$ cat config.mk
export PLATFORM = sky130hd
export DESIGN_NAME = mem_access_sched
export DESIGN_NICKNAME = d
export VERILOG_FILES = /design/src/rtl/mem_sched_pkg.sv /design/src/rtl/mem_rr_arb2.sv /design/src/rtl/mem_access_sched.sv
export SDC_FILE = /design/constraint.sdc
export NUM_CORES = 1
export LEC_CHECK = 0
export CAP_MARGIN = 10
export CORE_ASPECT_RATIO = 2
export CORE_MARGIN = 3
export CORE_UTILIZATION = 30
export DETAILED_ROUTE_END_ITERATION = 12
export GPL_TIMING_DRIVEN = 0
export PLACE_DENSITY = 0.69
export REMOVE_ABC_BUFFERS = 1
export SETUP_SLACK_MARGIN = 0.2
export SLEW_MARGIN = 20
export SYNTH_ARGS = -nofsm -noshare
export SYNTH_HDL_FRONTEND = slang
export SYNTH_SLANG_ARGS = --single-unit
$ cat constraint.sdc
create_clock -name clk -period 3.4 [get_ports clk]
set_clock_uncertainty 0.2 [all_clocks]
set_input_delay 1.02 -clock clk [delete_from_list [all_inputs] [get_ports clk]]
set_output_delay 1.02 -clock clk [all_outputs]
set_load 0.01 [all_outputs]
$ cat src/rtl/mem_sched_pkg.sv
// Shared types and limits for the memory access scheduler.
// Latency: n/a (types and constants only).
// Backpressure: n/a.
package mem_sched_pkg;

    // Scheduler control states; one BRAM access in flight at most
    typedef enum logic [2:0] {
        IDLE,
        ISSUE,
        WAIT,
        CAPTURE,
        DONE
    } mem_sched_state_t;

    // Requester identity used for grant, ack routing and rdata steering
    typedef enum logic {
        CPU = 1'b0,
        LDR = 1'b1
    } req_id_t;

    // Largest BRAM read latency the 3-bit wait counter can cover
    localparam int RD_LAT_MAX = 7;

endpackage

$ cat src/rtl/mem_rr_arb2.sv
// Two-input round-robin arbiter (CPU vs loader) with a last-grant register.
// Latency: grant is combinational from the requests; last-grant updates on the enabled edge.
// Backpressure: i_en gates when a grant is taken; requests are simply held until granted.
module mem_rr_arb2
    import mem_sched_pkg::*;
(
    input  logic    i_clk,
    input  logic    i_rst,
    input  logic    i_en,
    input  logic    i_req_cpu,
    input  logic    i_req_ldr,
    output logic    o_gnt_vld,
    output req_id_t o_gnt_id
);

    req_id_t r_last_grant;

    // On a tie the requester that was not granted last wins
    always_comb begin
        o_gnt_vld = i_req_cpu | i_req_ldr;
        o_gnt_id  = CPU;
        if (i_req_cpu && i_req_ldr) begin
            if (r_last_grant == CPU) begin
                o_gnt_id = LDR;
            end else begin
                o_gnt_id = CPU;
            end
        end else if (i_req_ldr) begin
            o_gnt_id = LDR;
        end
    end

    // Remember the winner of every taken grant; LDR at reset so CPU wins the first tie
    always_ff @(posedge i_clk or posedge i_rst) begin
        if (i_rst) begin
            r_last_grant <= LDR;
        end else if (i_en && o_gnt_vld) begin
            r_last_grant <= o_gnt_id;
        end
    end

endmodule

$ cat src/rtl/mem_access_sched.sv
// Serialises CPU / loader requests onto a single-port synchronous BRAM (optional loader: MEM_SCHED_LOADER_EN).
// Latency: write ack 2 cycles after req is seen in IDLE, read ack 2+RD_LAT cycles; all outputs registered.
// Backpressure: requesters hold req/we/addr/wdata until their one-cycle ack; inputs sampled only in IDLE.
module mem_access_sched
    import mem_sched_pkg::*;
#(
    parameter int ADDR_W = 16,
    parameter int DATA_W = 16,
    parameter int RD_LAT = 2
)(
    input  logic              clk,
    input  logic              reset,
    input  logic              cpu_req,
    input  logic              cpu_we,
    input  logic [ADDR_W-1:0] cpu_addr,
    input  logic [DATA_W-1:0] cpu_wdata,
    output logic              cpu_ack,
    output logic [DATA_W-1:0] cpu_rdata,
    input  logic              ldr_req,
    input  logic              ldr_we,
    input  logic [ADDR_W-1:0] ldr_addr,
    input  logic [DATA_W-1:0] ldr_wdata,
    output logic              ldr_ack,
    output logic [DATA_W-1:0] ldr_rdata,
    output logic              bram_ena,
    output logic              bram_wea,
    output logic [ADDR_W-1:0] bram_addr,
    output logic [DATA_W-1:0] bram_din,
    input  logic [DATA_W-1:0] bram_dout,
    output logic              busy
);

    if (RD_LAT < 1 || RD_LAT > RD_LAT_MAX) begin : g_bad_rd_lat
        $error("mem_access_sched: RD_LAT must be within 1..7");
    end

    // WAIT lasts RD_LAT-1 cycles; counter is loaded with 1 on entry
    localparam logic [2:0] LP_CNT_LAST = 3'(RD_LAT - 1);

    mem_sched_state_t  r_state;
    logic [2:0]        r_cnt;
    req_id_t           r_id;
    logic              r_we;
    logic              r_cpu_ack;
    logic              r_ldr_ack;
    logic [DATA_W-1:0] r_cpu_rdata;
    logic [DATA_W-1:0] r_ldr_rdata;
    logic              r_bram_ena;
    logic              r_bram_wea;
    logic [ADDR_W-1:0] r_bram_addr;
    logic [DATA_W-1:0] r_bram_din;
    logic              r_busy;

    logic              w_gnt_vld;
    req_id_t           w_gnt_id;
    logic              w_we;
    logic [ADDR_W-1:0] w_addr;
    logic [DATA_W-1:0] w_wdata;

`ifdef MEM_SCHED_LOADER_EN
    mem_rr_arb2 u_arb (
        .i_clk     (clk),
        .i_rst     (reset),
        .i_en      (r_state == IDLE),
        .i_req_cpu (cpu_req),
        .i_req_ldr (ldr_req),
        .o_gnt_vld (w_gnt_vld),
        .o_gnt_id  (w_gnt_id)
    );

    // Steer the winning port's request fields into the latch path
    always_comb begin
        w_we    = cpu_we;
        w_addr  = cpu_addr;
        w_wdata = cpu_wdata;
        if (w_gnt_id == LDR) begin
            w_we    = ldr_we;
            w_addr  = ldr_addr;
            w_wdata = ldr_wdata;
        end
    end

    assign ldr_ack   = r_ldr_ack;
    assign ldr_rdata = r_ldr_rdata;
`else
    // Without the loader the CPU is the only requester and always wins
    assign w_gnt_vld = cpu_req;
    assign w_gnt_id  = CPU;
    assign w_we      = cpu_we;
    assign w_addr    = cpu_addr;
    assign w_wdata   = cpu_wdata;
    assign ldr_ack   = 1'b0;
    assign ldr_rdata = '0;

    logic w_unused_ldr;
    assign w_unused_ldr = ^{ldr_req, ldr_we, ldr_addr, ldr_wdata, r_ldr_ack, r_ldr_rdata};
`endif

    // Control FSM: latch winner in IDLE, one-cycle BRAM access, wait out read latency, ack
    always_ff @(posedge clk or posedge reset) begin
        if (reset) begin
            r_state     <= IDLE;
            r_cnt       <= '0;
            r_id        <= CPU;
            r_we        <= 1'b0;
            r_cpu_ack   <= 1'b0;
            r_ldr_ack   <= 1'b0;
            r_cpu_rdata <= '0;
            r_ldr_rdata <= '0;
            r_bram_ena  <= 1'b0;
            r_bram_wea  <= 1'b0;
            r_bram_addr <= '0;
            r_bram_din  <= '0;
            r_busy      <= 1'b0;
        end else begin
            r_cpu_ack  <= 1'b0;
            r_ldr_ack  <= 1'b0;
            r_bram_ena <= 1'b0;
            r_bram_wea <= 1'b0;
            case (r_state)
                IDLE: begin
                    if (w_gnt_vld) begin
                        // bram_addr/bram_din double as the address/data latches
                        r_id        <= w_gnt_id;
                        r_we        <= w_we;
                        r_bram_ena  <= 1'b1;
                        r_bram_wea  <= w_we;
                        r_bram_addr <= w_addr;
                        r_bram_din  <= w_wdata;
                        r_busy      <= 1'b1;
                        r_state     <= ISSUE;
                    end
                end
                ISSUE: begin
                    if (r_we) begin
                        if (r_id == CPU) begin
                            r_cpu_ack <= 1'b1;
                        end else begin
                            r_ldr_ack <= 1'b1;
                        end
                        r_state <= DONE;
                    end else if (RD_LAT == 1) begin
                        r_state <= CAPTURE;
                    end else begin
                        r_cnt   <= 3'd1;
                        r_state <= WAIT;
                    end
                end
                WAIT: begin
                    if (r_cnt == LP_CNT_LAST) begin
                        r_cnt   <= '0;
                        r_state <= CAPTURE;
                    end else begin
                        r_cnt <= r_cnt + 3'd1;
                    end
                end
                CAPTURE: begin
                    // Ack is raised together with the data so rdata is valid during ack
                    if (r_id == CPU) begin
                        r_cpu_rdata <= bram_dout;
                        r_cpu_ack   <= 1'b1;
                    end else begin
                        r_ldr_rdata <= bram_dout;
                        r_ldr_ack   <= 1'b1;
                    end
                    r_state <= DONE;
                end
                DONE: begin
                    r_busy  <= 1'b0;
                    r_state <= IDLE;
                end
                default: begin
                    r_busy  <= 1'b0;
                    r_state <= IDLE;
                end
            endcase
        end
    end

    assign cpu_ack   = r_cpu_ack;
    assign cpu_rdata = r_cpu_rdata;
    assign bram_ena  = r_bram_ena;
    assign bram_wea  = r_bram_wea;
    assign bram_addr = r_bram_addr;
    assign bram_din  = r_bram_din;
    assign busy      = r_busy;

endmodule

==> run summary <==
The initial core utilization is 31.2%. The highest fanout seen on the critical path works out to 13. Across all layers, the routed design uses 1556 vias. In this run the clock root is driven by a clkbuf_16. Among all cell types in the netlist, the one instantiated most often is dfrtp_1. The detailed-route wire length per cell works out to 13.6 um. Summed over all layers, the global routing overflow is 0. Summing every instance area after synthesis gives 0.00239 mm2.

The number of global-route vias before repair came out at 1629. In the routed layout, each cell is associated on average with a via count of 4.25. The logs give 0 for the initial antenna violation count and 0 for the number of gates resized after CTS. Measured against its own limit, the worst slew margin works out to 55.3%. Summed over all cells, the static leakage comes to 0.00162 uW. Yosys printed 0 warnings. TritonCTS built the clock tree. Instance count along the most critical hold path: 1. Static timing analysis puts the maximum clock frequency at 331 MHz. The number of storage elements in the synthesis netlist came out at 59.

In the routed design, unresolved DRC markers number 0. STA classifies the critical path startpoint as an input pin. The tools report the final wirelength as 4970 um.

The total core area is 0.00766 mm2, and the die outline height is 132 um. The tools report the post-route antenna net violation count as 0. The share of synthesized area in the top cell type comes to 61.7%.

After clock tree synthesis, the flow added hold-fix buffers numbering 0. The global placer's final weighted congestion was 0.673. The floorplan step set the die width to 69.1 um.

The clock-pin slew reported for the worst setup and hold paths after clock tree synthesis is 50 ps. The number of I/O port buffers is 103, and the clock latency on the worst-skew pair is 320 ps. The tools report the startpoint of the tightest hold check path as busy. After synthesis, the share of flip-flops with an asynchronous set or reset is 100%. For the total setup buffers inserted after CTS, the log shows 0.

The flow ran to the end, and the final reports show no timing, DRC or antenna violations. Count of TritonRoute iterations in the first routing pass: 4. STA puts the critical path data arrival time at 3020 ps. Sequential elements use 61.7% of the synthesized area.

The element type at the critical path end was a flop. The total clock sinks was 59. The post-synthesis to final-layout area growth was 58.5%. In this run the power density over the cells is 957 mW/mm2. Tracing the worst setup path back leads to its startpoint at cpu_req.

The overall global routing resource usage came out at 11.4%. The H-tree was split into 3 levels. Detailed placement finished with a half-perimeter wire length of 3740 um. The data required time of the critical path is 3400 ps, and the post-route minimum period is 3020 ps. The worst register-to-register path begins at r_state[1]. The total count of hold-check failures in the final report came out at 0. The number of filler cells placed in the layout was 707; the antenna cell count was 0. 155 I/O pins were placed. The kind of critical path was input pin to flop. Setup repair after global routing left no endpoint under its margin. By area the synthesized netlist is led by dfrtp_1, mux2_2, buf_4, mux2_4, buf_6. The pin slew with the least headroom to its limit works out to 670 ps. Path type of the worst min-delay path: flop to flop. After the first detailed-routing iteration, the DRC count stood at 50. The largest voltage drop on the vdd net came out at 0.000453 V. The setup TNS was 0 ps; the post-layout total power was 3620 uW.

The count of final max-slew check failures was 0. The number of buffers on the longest clock path was 2; the ratio of cells with drive above 1 in the final layout was 26.1%. The tools report the area of the die as 0.00914 mm2. In this run the core area contains 45 standard-cell rows.

Dividing the synthesized area by the synthesized cell count gives 15.3 um2. The first global-routing pass estimated 8050 um of wire. The length in cells of the worst reg-to-reg path was 5; the number of enable flip-flop cells after synthesis was 0. The worst path uses 88.8% of the clock period. The largest total area in the synthesized netlist belongs to dfrtp_1. The cell count after synthesis came out at 156. The number of different library cells in the post-synthesis netlist is 22. At the end of the flow, the number of nets in the layout was 353. For the CTS buffer count, the log shows 9. The most used flip-flop cell after synthesis is dfrtp_1. The tool flagged a number of max-cap violations equal to 0. The pin count of the biggest net entering global routing is 34.

Setup violations remaining at the end of the flow were counted as 0. Ranked by instance count, the synthesized netlist is headed by dfrtp_1, mux2_2, buf_4, buf_6.
## registers in the layout, summed over array words and instances, names as in the netlist
name       flops
bram_din      16
bram_wea       1
bram_addr     16
r_state        3
bram_ena       1
r_we           1
cpu_rdata     16
r_cnt          3
busy           1
cpu_ack        1
## placed cells by master, fill, tap and decap left out, drive strengths merged, types with 2 or more instances in the layout
master         instances
nor2b                  4
a22o                   2
conb                  17
buf                    3
nor2                   2
mux2                  49
inv                    3
nor3b                  2
a31oi                  3
clkbuf                12
clkinv                 2
dfrtp                 59
nand2                  2
clkdlybuf4s50        103
## stage by stage
| step | area (um2) | hold WS (ps) | instances | setup slack (ps) | utilization (%) |
|---|---|---|---|---|---|
| after detailed placement | 3470 | 269 | 350 | 13.1 | 45.4 |
| final | 3790 | 284 | 366 | 382 | 49.5 |
| after floorplan | 2270 | 273 | 150 | -8.62 | - |
| after global placement | 3420 | 269 | 347 | -1250 | 44.6 |
| after global routing | 3790 | 312 | 366 | 272 | 49.5 |
| after CTS | 3790 | 286 | 366 | 362 | 49.5 |
## power by group
group	switching [uW]	leakage [uW]	internal, uW
Sequential	180	0.000703	1050
Clock	299	0.000155	623
Combinational	522	0.000760	955
Total	1000	0.00162	2620
## critical path: stages
cell,delay (ps)
clkdlybuf4s50_1,460
nor2b_1,170
nor3b_4,610
buf_8,240
buf_8,170
mux2_2,340
## logic make-up after synthesis
family / count (synthesis) / synth area share, %
flip-flops: 59 / 61.7
multiplexers: 50 / 24.1
buffers and inverters: 25 / 8.16
AND/OR/NAND/NOR: 13 / 3.40
AO/OA/AOI/OAI: 7 / 2.04
XOR/XNOR: 1 / 0.366
other: 1 / 0.157
## layout make-up
class | count | area (um2) | area share [%]
clock buffers | 12 | 267 | 7.03
clock inverters | 4 | 47.5 | 1.25
inverters | 3 | 13.8 | 0.363
multi-input cells | 88 | 786 | 20.7
flip-flops and latches | 59 | 1480 | 39.0
well taps | 94 | 118 | 3.10
repair buffers | 106 | 1080 | 28.5
## path summary, 6_finish.rpt
path                                       to  slack [ps]
worst max-delay path             bram_addr[4]         380
worst min-delay path                     busy         280
worst max register to register   bram_addr[4]        1110
worst min register to register           busy         280
max in group asynchronous       bram_addr[13]        1690
min in group asynchronous        cpu_rdata[2]         830
## routing by layer
metal / vias up / global-route usage [%] / wire length [um]
met5: - / 0 / 0
met4: 0 / 7.61 / 146
met3: 12 / 4.58 / 453
met2: 88 / 18.9 / 2550
met1: 732 / 11.4 / 1820
li1: 724 / - / -
(Power assumes the default switching activity.)
